### config.mk
export PLATFORM = sky130hd
export DESIGN_NAME = elite_i2c_reg_slave_flat
export DESIGN_NICKNAME = d
export VERILOG_FILES = /design/src/rtl/elite_i2c_reg_slave_if.sv /design/src/rtl/elite_i2c_reg_slave.sv /design/src/flat_wrapper.sv
export SDC_FILE = /design/constraint.sdc
export NUM_CORES = 1
export LEC_CHECK = 0
export CORE_MARGIN = 5
export CORE_UTILIZATION = 35
export DETAILED_ROUTE_END_ITERATION = 6
export GPL_TIMING_DRIVEN = 0
export PLACE_DENSITY_LB_ADDON = 0.1
export SETUP_SLACK_MARGIN = 0.2
export SYNTH_ARGS = -nofsm -noshare
export SYNTH_HDL_FRONTEND = slang
export SYNTH_SLANG_ARGS = --single-unit
### constraint.sdc
create_clock -name MClk -period 1.9 [get_ports MClk]
set_input_delay 0.19 -clock MClk [delete_from_list [all_inputs] [get_ports MClk]]
set_output_delay 0.19 -clock MClk [all_outputs]
set_load 0.01 [all_outputs]
### src/rtl/elite_i2c_reg_slave_if.sv
// Bus-side signal bundle for the oversampled I2C register slave: raw I2C pins
// towards the board buffer and the strobe interface towards the register file.
interface elite_i2c_reg_slave_if #(
    parameter int REG_AW = 7
);
    logic              I2C_SCL;
    logic              I2C_SDA_In;
    logic              I2C_SDA_OE;
    logic [REG_AW-1:0] Reg_Addr;
    logic [7:0]        Reg_WData;
    logic              Reg_Wr;
    logic              Reg_Rd;
    logic [7:0]        Reg_RData;
    logic              Busy;
    logic              Data_Ready_Flag;

    modport slave (
        input  I2C_SCL, I2C_SDA_In, Reg_RData,
        output I2C_SDA_OE, Reg_Addr, Reg_WData, Reg_Wr, Reg_Rd, Busy, Data_Ready_Flag
    );

    modport master (
        output I2C_SCL, I2C_SDA_In, Reg_RData,
        input  I2C_SDA_OE, Reg_Addr, Reg_WData, Reg_Wr, Reg_Rd, Busy, Data_Ready_Flag
    );
endinterface

### src/rtl/elite_i2c_reg_slave.sv
// Fully MClk-synchronous I2C register slave. SCL/SDA are synchronised and
// glitch-filtered, bus events become single-cycle pulses, and a byte-level FSM
// handles device addressing, pointer load, multi-byte writes/reads with
// optional pointer auto-increment, repeated START and STOP.
module elite_i2c_reg_slave #(
    parameter logic [6:0] DEV_ADDR = 7'h50,
    parameter int          REG_AW   = 7,
    parameter int          FILT_LEN = 4,
    parameter int          AUTO_INC = 1
) (
    input logic                  MClk,
    input logic                  I2C_Rst_N,
    elite_i2c_reg_slave_if.slave bus
);
    localparam int CW = $clog2(FILT_LEN) + 1;

    typedef enum logic [3:0] {
        IDLE, DEVA, ACKD, PTR, ACKP, WDAT, ACKW, RDAT, MACK, WAIT
    } state_t;

    // Index 1 carries SCL, index 0 carries SDA through the conditioning chain.
    logic [1:0]    sync1, sync2, filt, filt_d;
    logic [CW-1:0] filt_cnt [2];

    logic scl_f, sda_f, scl_rise, scl_fall, sda_rise, sda_fall;
    logic start_evt, stop_evt;

    state_t            state, state_n;
    logic [3:0]        bit_cnt, bit_cnt_n;
    logic [6:0]        shift, shift_n;
    logic [6:0]        tx, tx_n;
    logic              oe, oe_n;
    logic [REG_AW-1:0] ptr, ptr_n;
    logic [7:0]        wdata, wdata_n;
    logic              wr, wr_n;
    logic              rd, rd_n;
    logic              busy, busy_n;
    logic              rw, rw_n;
    logic              mack, mack_n;
    logic [7:0]        byte_in;

    // Two-stage synchroniser followed by a level filter that only changes after
    // FILT_LEN consecutive identical samples disagree with the current level.
    always_ff @(posedge MClk) begin
        if (!I2C_Rst_N) begin
            sync1       <= 2'b11;
            sync2       <= 2'b11;
            filt        <= 2'b11;
            filt_d      <= 2'b11;
            filt_cnt[0] <= '0;
            filt_cnt[1] <= '0;
        end else begin
            sync1  <= {bus.I2C_SCL, bus.I2C_SDA_In};
            sync2  <= sync1;
            filt_d <= filt;
            for (int i = 0; i < 2; i++) begin
                if (sync2[i] != filt[i]) begin
                    if (filt_cnt[i] == CW'(FILT_LEN - 1)) begin
                        filt[i]     <= sync2[i];
                        filt_cnt[i] <= '0;
                    end else begin
                        filt_cnt[i] <= filt_cnt[i] + CW'(1);
                    end
                end else begin
                    filt_cnt[i] <= '0;
                end
            end
        end
    end

    assign scl_f     = filt[1];
    assign sda_f     = filt[0];
    assign scl_rise  = filt[1] & ~filt_d[1];
    assign scl_fall  = ~filt[1] & filt_d[1];
    assign sda_rise  = filt[0] & ~filt_d[0];
    assign sda_fall  = ~filt[0] & filt_d[0];
    assign start_evt = sda_fall & scl_f;
    assign stop_evt  = sda_rise & scl_f;
    assign byte_in   = {shift, sda_f};

    // State and datapath register; reset releases SDA and drops any partial byte.
    always_ff @(posedge MClk) begin
        if (!I2C_Rst_N) begin
            state   <= IDLE;
            bit_cnt <= '0;
            shift   <= '0;
            tx      <= '0;
            oe      <= 1'b0;
            ptr     <= '0;
            wdata   <= '0;
            wr      <= 1'b0;
            rd      <= 1'b0;
            busy    <= 1'b0;
            rw      <= 1'b0;
            mack    <= 1'b0;
        end else begin
            state   <= state_n;
            bit_cnt <= bit_cnt_n;
            shift   <= shift_n;
            tx      <= tx_n;
            oe      <= oe_n;
            ptr     <= ptr_n;
            wdata   <= wdata_n;
            wr      <= wr_n;
            rd      <= rd_n;
            busy    <= busy_n;
            rw      <= rw_n;
            mack    <= mack_n;
        end
    end

    // Next-state logic: START/STOP take priority over any bit sample in the same
    // cycle; strobes from the previous cycle finish their pointer/data side effects.
    always_comb begin
        state_n   = state;
        bit_cnt_n = bit_cnt;
        shift_n   = shift;
        tx_n      = tx;
        oe_n      = oe;
        ptr_n     = ptr;
        wdata_n   = wdata;
        wr_n      = 1'b0;
        rd_n      = 1'b0;
        busy_n    = busy;
        rw_n      = rw;
        mack_n    = mack;

        if (wr && (AUTO_INC != 0)) begin
            ptr_n = ptr + REG_AW'(1);
        end
        if (rd) begin
            tx_n = bus.Reg_RData[6:0];
            oe_n = ~bus.Reg_RData[7];
        end

        if (start_evt) begin
            state_n   = DEVA;
            bit_cnt_n = '0;
            oe_n      = 1'b0;
        end else if (stop_evt) begin
            state_n   = IDLE;
            bit_cnt_n = '0;
            oe_n      = 1'b0;
            busy_n    = 1'b0;
        end else begin
            case (state)
                DEVA, PTR, WDAT: begin
                    if (scl_rise && bit_cnt != 4'd8) begin
                        shift_n   = byte_in[6:0];
                        bit_cnt_n = bit_cnt + 4'd1;
                        if (bit_cnt == 4'd7) begin
                            if (state == DEVA) begin
                                if (byte_in[7:1] == DEV_ADDR) begin
                                    rw_n   = byte_in[0];
                                    busy_n = 1'b1;
                                end else begin
                                    state_n   = IDLE;
                                    bit_cnt_n = '0;
                                    busy_n    = 1'b0;
                                end
                            end else if (state == PTR) begin
                                ptr_n = byte_in[REG_AW-1:0];
                            end else begin
                                wr_n    = 1'b1;
                                wdata_n = byte_in;
                            end
                        end
                    end else if (scl_fall && bit_cnt == 4'd8) begin
                        bit_cnt_n = '0;
                        oe_n      = 1'b1;
                        if (state == DEVA)     state_n = ACKD;
                        else if (state == PTR) state_n = ACKP;
                        else                   state_n = ACKW;
                    end
                end
                ACKD: begin
                    if (scl_fall) begin
                        oe_n      = 1'b0;
                        bit_cnt_n = '0;
                        if (rw) begin
                            rd_n    = 1'b1;
                            state_n = RDAT;
                        end else begin
                            state_n = PTR;
                        end
                    end
                end
                ACKP, ACKW: begin
                    if (scl_fall) begin
                        oe_n      = 1'b0;
                        bit_cnt_n = '0;
                        state_n   = WDAT;
                    end
                end
                RDAT: begin
                    if (scl_rise && bit_cnt != 4'd8) begin
                        bit_cnt_n = bit_cnt + 4'd1;
                    end else if (scl_fall && bit_cnt != 4'd0) begin
                        if (bit_cnt == 4'd8) begin
                            oe_n      = 1'b0;
                            bit_cnt_n = '0;
                            mack_n    = 1'b0;
                            state_n   = MACK;
                            if (AUTO_INC != 0) begin
                                ptr_n = ptr + REG_AW'(1);
                            end
                        end else begin
                            oe_n = ~tx[6];
                            tx_n = {tx[5:0], 1'b0};
                        end
                    end
                end
                MACK: begin
                    if (scl_rise) begin
                        if (!sda_f) begin
                            mack_n = 1'b1;
                        end else begin
                            oe_n    = 1'b0;
                            busy_n  = 1'b0;
                            state_n = WAIT;
                        end
                    end else if (scl_fall && mack) begin
                        mack_n    = 1'b0;
                        rd_n      = 1'b1;
                        bit_cnt_n = '0;
                        state_n   = RDAT;
                    end
                end
                WAIT: begin
                    oe_n = 1'b0;
                end
                default: begin
                    state_n = IDLE;
                end
            endcase
        end
    end

    assign bus.I2C_SDA_OE      = oe;
    assign bus.Reg_Addr        = ptr;
    assign bus.Reg_WData       = wdata;
    assign bus.Reg_Wr          = wr;
    assign bus.Reg_Rd          = rd;
    assign bus.Busy            = busy;
    assign bus.Data_Ready_Flag = wr;
endmodule

### src/flat_wrapper.sv
// flat-port wrapper written by rule: the top's interface ports become plain ports
module elite_i2c_reg_slave_flat 
#(
    parameter logic [6:0] DEV_ADDR = 7'h50,
    parameter int          REG_AW   = 7,
    parameter int          FILT_LEN = 4,
    parameter int          AUTO_INC = 1
)
  (MClk, I2C_Rst_N, bus_I2C_SCL, bus_I2C_SDA_In, bus_Reg_RData, bus_I2C_SDA_OE, bus_Reg_Addr, bus_Reg_WData, bus_Reg_Wr, bus_Reg_Rd, bus_Busy, bus_Data_Ready_Flag);
  elite_i2c_reg_slave_if #(.REG_AW(REG_AW)) bus_i ();
  input logic MClk;
  input logic I2C_Rst_N;
  input wire logic [$bits(bus_i.I2C_SCL)-1:0] bus_I2C_SCL;
  input wire logic [$bits(bus_i.I2C_SDA_In)-1:0] bus_I2C_SDA_In;
  input wire logic [$bits(bus_i.Reg_RData)-1:0] bus_Reg_RData;
  output wire logic [$bits(bus_i.I2C_SDA_OE)-1:0] bus_I2C_SDA_OE;
  output wire logic [$bits(bus_i.Reg_Addr)-1:0] bus_Reg_Addr;
  output wire logic [$bits(bus_i.Reg_WData)-1:0] bus_Reg_WData;
  output wire logic [$bits(bus_i.Reg_Wr)-1:0] bus_Reg_Wr;
  output wire logic [$bits(bus_i.Reg_Rd)-1:0] bus_Reg_Rd;
  output wire logic [$bits(bus_i.Busy)-1:0] bus_Busy;
  output wire logic [$bits(bus_i.Data_Ready_Flag)-1:0] bus_Data_Ready_Flag;
  assign bus_i.I2C_SCL = bus_I2C_SCL;
  assign bus_i.I2C_SDA_In = bus_I2C_SDA_In;
  assign bus_i.Reg_RData = bus_Reg_RData;
  assign bus_I2C_SDA_OE = bus_i.I2C_SDA_OE;
  assign bus_Reg_Addr = bus_i.Reg_Addr;
  assign bus_Reg_WData = bus_i.Reg_WData;
  assign bus_Reg_Wr = bus_i.Reg_Wr;
  assign bus_Reg_Rd = bus_i.Reg_Rd;
  assign bus_Busy = bus_i.Busy;
  assign bus_Data_Ready_Flag = bus_i.Data_Ready_Flag;
  elite_i2c_reg_slave #(.DEV_ADDR(DEV_ADDR), .REG_AW(REG_AW), .FILT_LEN(FILT_LEN), .AUTO_INC(AUTO_INC)) u_core (.MClk(MClk), .I2C_Rst_N(I2C_Rst_N), .bus(bus_i));
endmodule
==> impl_metrics.env <==
export IMPL_status="finished with violations"
export IMPL_violations="negative setup slack"
export IMPL_final_common_cell="dfxtp_1"
export IMPL_diodes=0
export IMPL_rsz0062_at_grt="true"
export IMPL_ioPinCount=32
export IMPL_hold_path_end="u_core.sync2[1]"
export IMPL_cts_htree_levels=3
export IMPL_cts_tree="done"
export IMPL_worstHoldStart="I2C_Rst_N"
export IMPL_synthCells=366
export IMPL_clk_pin_slew_ps=80
export IMPL_cp_end_kind="register"
export IMPL_peakVddDrop_mv=0.4523
export IMPL_stdcell_area_sq_mm=0.004493
export IMPL_fin_crit_sh_pct=114.5
export IMPL_drive_gt1_share_pct=30.13
export IMPL_grt_ovfl_total=0
export IMPL_critPathKind="reg2reg"
export IMPL_hold_slack_ps=249.4
export IMPL_path_buf_inv=1
export IMPL_clk_path_buf_depth=2
export IMPL_totalWireLength_um=9468
export IMPL_yosys_register_bits=57
export IMPL_hold_class="in2reg"
export IMPL_r2r_setup_slack_ps=-270
export IMPL_clk_latency_ps=350
export IMPL_setup_tns_ps=-739.8
export IMPL_first_pass_iters=4
export IMPL_via_count=2984
export IMPL_num_rows=34
export IMPL_finalSetupViolations=10
export IMPL_start_kind="register"
export IMPL_grt_pass1_vias=2918
export IMPL_cts_root_buf="clkbuf_8"
export IMPL_yosysUniqueCellTypes=58
export IMPL_skew_ps=14.59
export IMPL_synth_edff_count=6
export IMPL_layout_setup_ws_ps=-274.8
export IMPL_seq_area_frac_synth_pct=38.71
export IMPL_leakagePower_nw=1.731
export IMPL_max_stage_delay_ps=540
export IMPL_postRouteAntennaNets=0
export IMPL_crit_chain="buf_6, or4b_4, a211o_1, a211oi_2, a21oi_1, or3b_1"
export IMPL_p_per_area_mw_per_mm2=807.1
export IMPL_nNetsFinal=463
export IMPL_area_growth_pct=44.80
export IMPL_grt_usage_pct=16.97
export IMPL_arrival_ps=2390
export IMPL_drc=0
export IMPL_wl_per_cell_um=17.03
export IMPL_r2r_start="u_core.state[2]"
export IMPL_ys_flop_type="dfxtp_1"
export IMPL_slew_headroom_pct=58.08
export IMPL_worstPathRequired_ps=2110
export IMPL_async_reset_ff_share_pct=0
export IMPL_period_minus_slack_ps=2175
export IMPL_initial_core_util_pct=35.76
export IMPL_crit_family="simple AND/OR/NAND/NOR gates"
export IMPL_yosys_warnings=0
export IMPL_antenna_found_initial=0
export IMPL_r2r_cells=6
export IMPL_hold_viol_final=0
export IMPL_r2r_end="u_core.state[0]"
export IMPL_max_cap_violations=0
export IMPL_drv_slew=0
export IMPL_die_y_um=104.2
export IMPL_dr_first_iter_drc_count=141
export IMPL_dp_hpwl_um=6150
export IMPL_die_area_sq_mm=0.01085
export IMPL_via_per_inst=5.367
export IMPL_grt_max_degree=11
export IMPL_clock_fmax_mhz=459.8
export IMPL_tightest_slew_ps=628.8
export IMPL_grt_first_pass_wirelength_um=14860
export IMPL_portBuffers=30
export IMPL_postSynthAreaPerCell_sq_um=8.478
export IMPL_place_gp_congestion=0.9482
export IMPL_cts_made_buffers=9
export IMPL_core_sq_mm=0.008678
export IMPL_clkSinkCount=57
export IMPL_layout_common_cells="dfxtp_1, nor2_1, clkdlybuf4s50_1"
export IMPL_critical_path_max_fanout=2
export IMPL_hold_depth=2
export IMPL_die_w_um=104.2
export IMPL_placed_area_sq_mm=0.003581
export IMPL_cp_slowest_cell="or4b_4"
export IMPL_syn_area_sq_mm=0.003103
-- worst reg2reg max path: cells and delay by family (launching register included) --
family          cells  cell delay, ps
simple gates        2             910
compound gates      3             710
flops               1             320
buf+inv             1             100
-- sequential cells by signal (all words and copies together) (netlist names) --
name and flops:
u_core.bus.Busy 1, u_core.bus.I2C_SDA_OE 1, u_core.filt_cnt 6, u_core.rw 1
u_core.state 4, u_core.bus.Reg_Rd 1, u_core.filt_d 2, u_core.filt 2
u_core.sync1 2, u_core.bus.Reg_WData 8, u_core.shift 7, u_core.mack 1
u_core.bus.Data_Ready_Flag 1, u_core.bus.Reg_Addr 7, u_core.sync2 2, u_core.bit_cnt 4
u_core.tx 7
-- cell type report --
class	instances	area, sq um
Buffer	25	158.9
Fill cell	829	4185
Timing Repair Buffer	62	590.6
Tap cell	108	135.1
Sequential cell	57	1209
Clock buffer	11	162.7
Clock inverter	4	25.02
Inverter	11	43.79
Multi-Input combinational cell	278	2168
-- worst max-delay path by stage --
stage                     slack, ps              end  cells past startpoint            start
after CTS                      -160  u_core.state[0]                      6  u_core.state[2]
after detailed placement       -390  u_core.state[2]                      6  u_core.state[3]
final                          -270  u_core.state[0]                      6  u_core.state[2]
after floorplan                  10  u_core.state[0]                      6  u_core.state[2]
after global routing           -290  u_core.state[0]                      6  u_core.state[2]
after global placement         -440  u_core.state[2]                      6  u_core.state[3]
-- synthesized netlist by cell type, types with 3 or more instances --
library cell / n / area (sq um)
nand2_1: 33 / 123.9
nand3_1: 26 / 130.1
xnor2_1: 8 / 70.07
or3_1: 3 / 18.77
clkbuf_1: 14 / 52.55
mux2i_1: 20 / 200.2
a22oi_1: 3 / 22.52
dfxtp_1: 51 / 1021
edfxtp_1: 6 / 180.2
nor2_1: 40 / 150.1
mux2_2: 3 / 33.78
ha_1: 7 / 87.58
inv_1: 11 / 41.29
a2bb2oi_1: 3 / 26.28
o22ai_1: 5 / 31.28
buf_2: 7 / 35.03
xor2_1: 6 / 52.55
nand3b_1: 4 / 30.03
a31oi_1: 4 / 25.02
o21ai_0: 12 / 60.06
a211oi_1: 8 / 60.06
a22o_1: 3 / 26.28
a21oi_1: 18 / 90.09
nor3b_1: 3 / 22.52
nand4b_1: 3 / 26.28
a32oi_1: 4 / 35.03
nor2b_1: 3 / 18.77
nand2b_1: 9 / 56.30
nor4b_1: 3 / 26.28
nor3_1: 8 / 40.04
-- cell families (layout without fill, tap and decap cells) --
family                     after synthesis  in the layout  share of synthesized area (%)
AOI/OAI and AO/OA                       78             78                          17.14
xor gates and xnor gates                14             14                          3.952
adders and majority gates                7              7                          2.822
buffers and inverters                   36            113                          5.000
DFF                                     57             57                          38.71
muxes                                   23             23                          7.540
other                                    1              6                         0.1209
and+or+nand+nor                        150            150                          24.72
-- where the power goes --
part           leakage, nW  internal (mW)  total, mW  switching [mW]
clock                0.101          0.579       1.10           0.525
combinational         1.15          0.546       1.24           0.699
sequential           0.476           1.26       1.28          0.0212
-- repair_timing --
action,CTS,global route
hold buffers,0,0
gates resized for setup,58,67
buffers inserted,9,22
endpoints found under the setup margin,39,45
pin swaps,7,36
cloned,1,0
-- metrics by stage --
stage	total power, mW	setup slack (ps)	instances	util, %
2_1_floorplan	1.862	12.63	371	-
3_3_place_gp	2.072	-444.1	509	41.26
3_5_place_dp	2.066	-387.6	509	41.26
4_1_cts	3.354	-162.6	534	46.89
5_1_grt	3.785	-285.0	556	51.77
6_report	3.626	-274.8	556	51.77
-- layer usage --
metal / part of all wire [%] / global-route usage (%)
met1: 47 / 22.68
met2: 46 / 25.46
met3: 4.9 / 3.849
met4: 2.4 / 8.788
met5: 0 / 0
(Power assumes the default switching activity.)
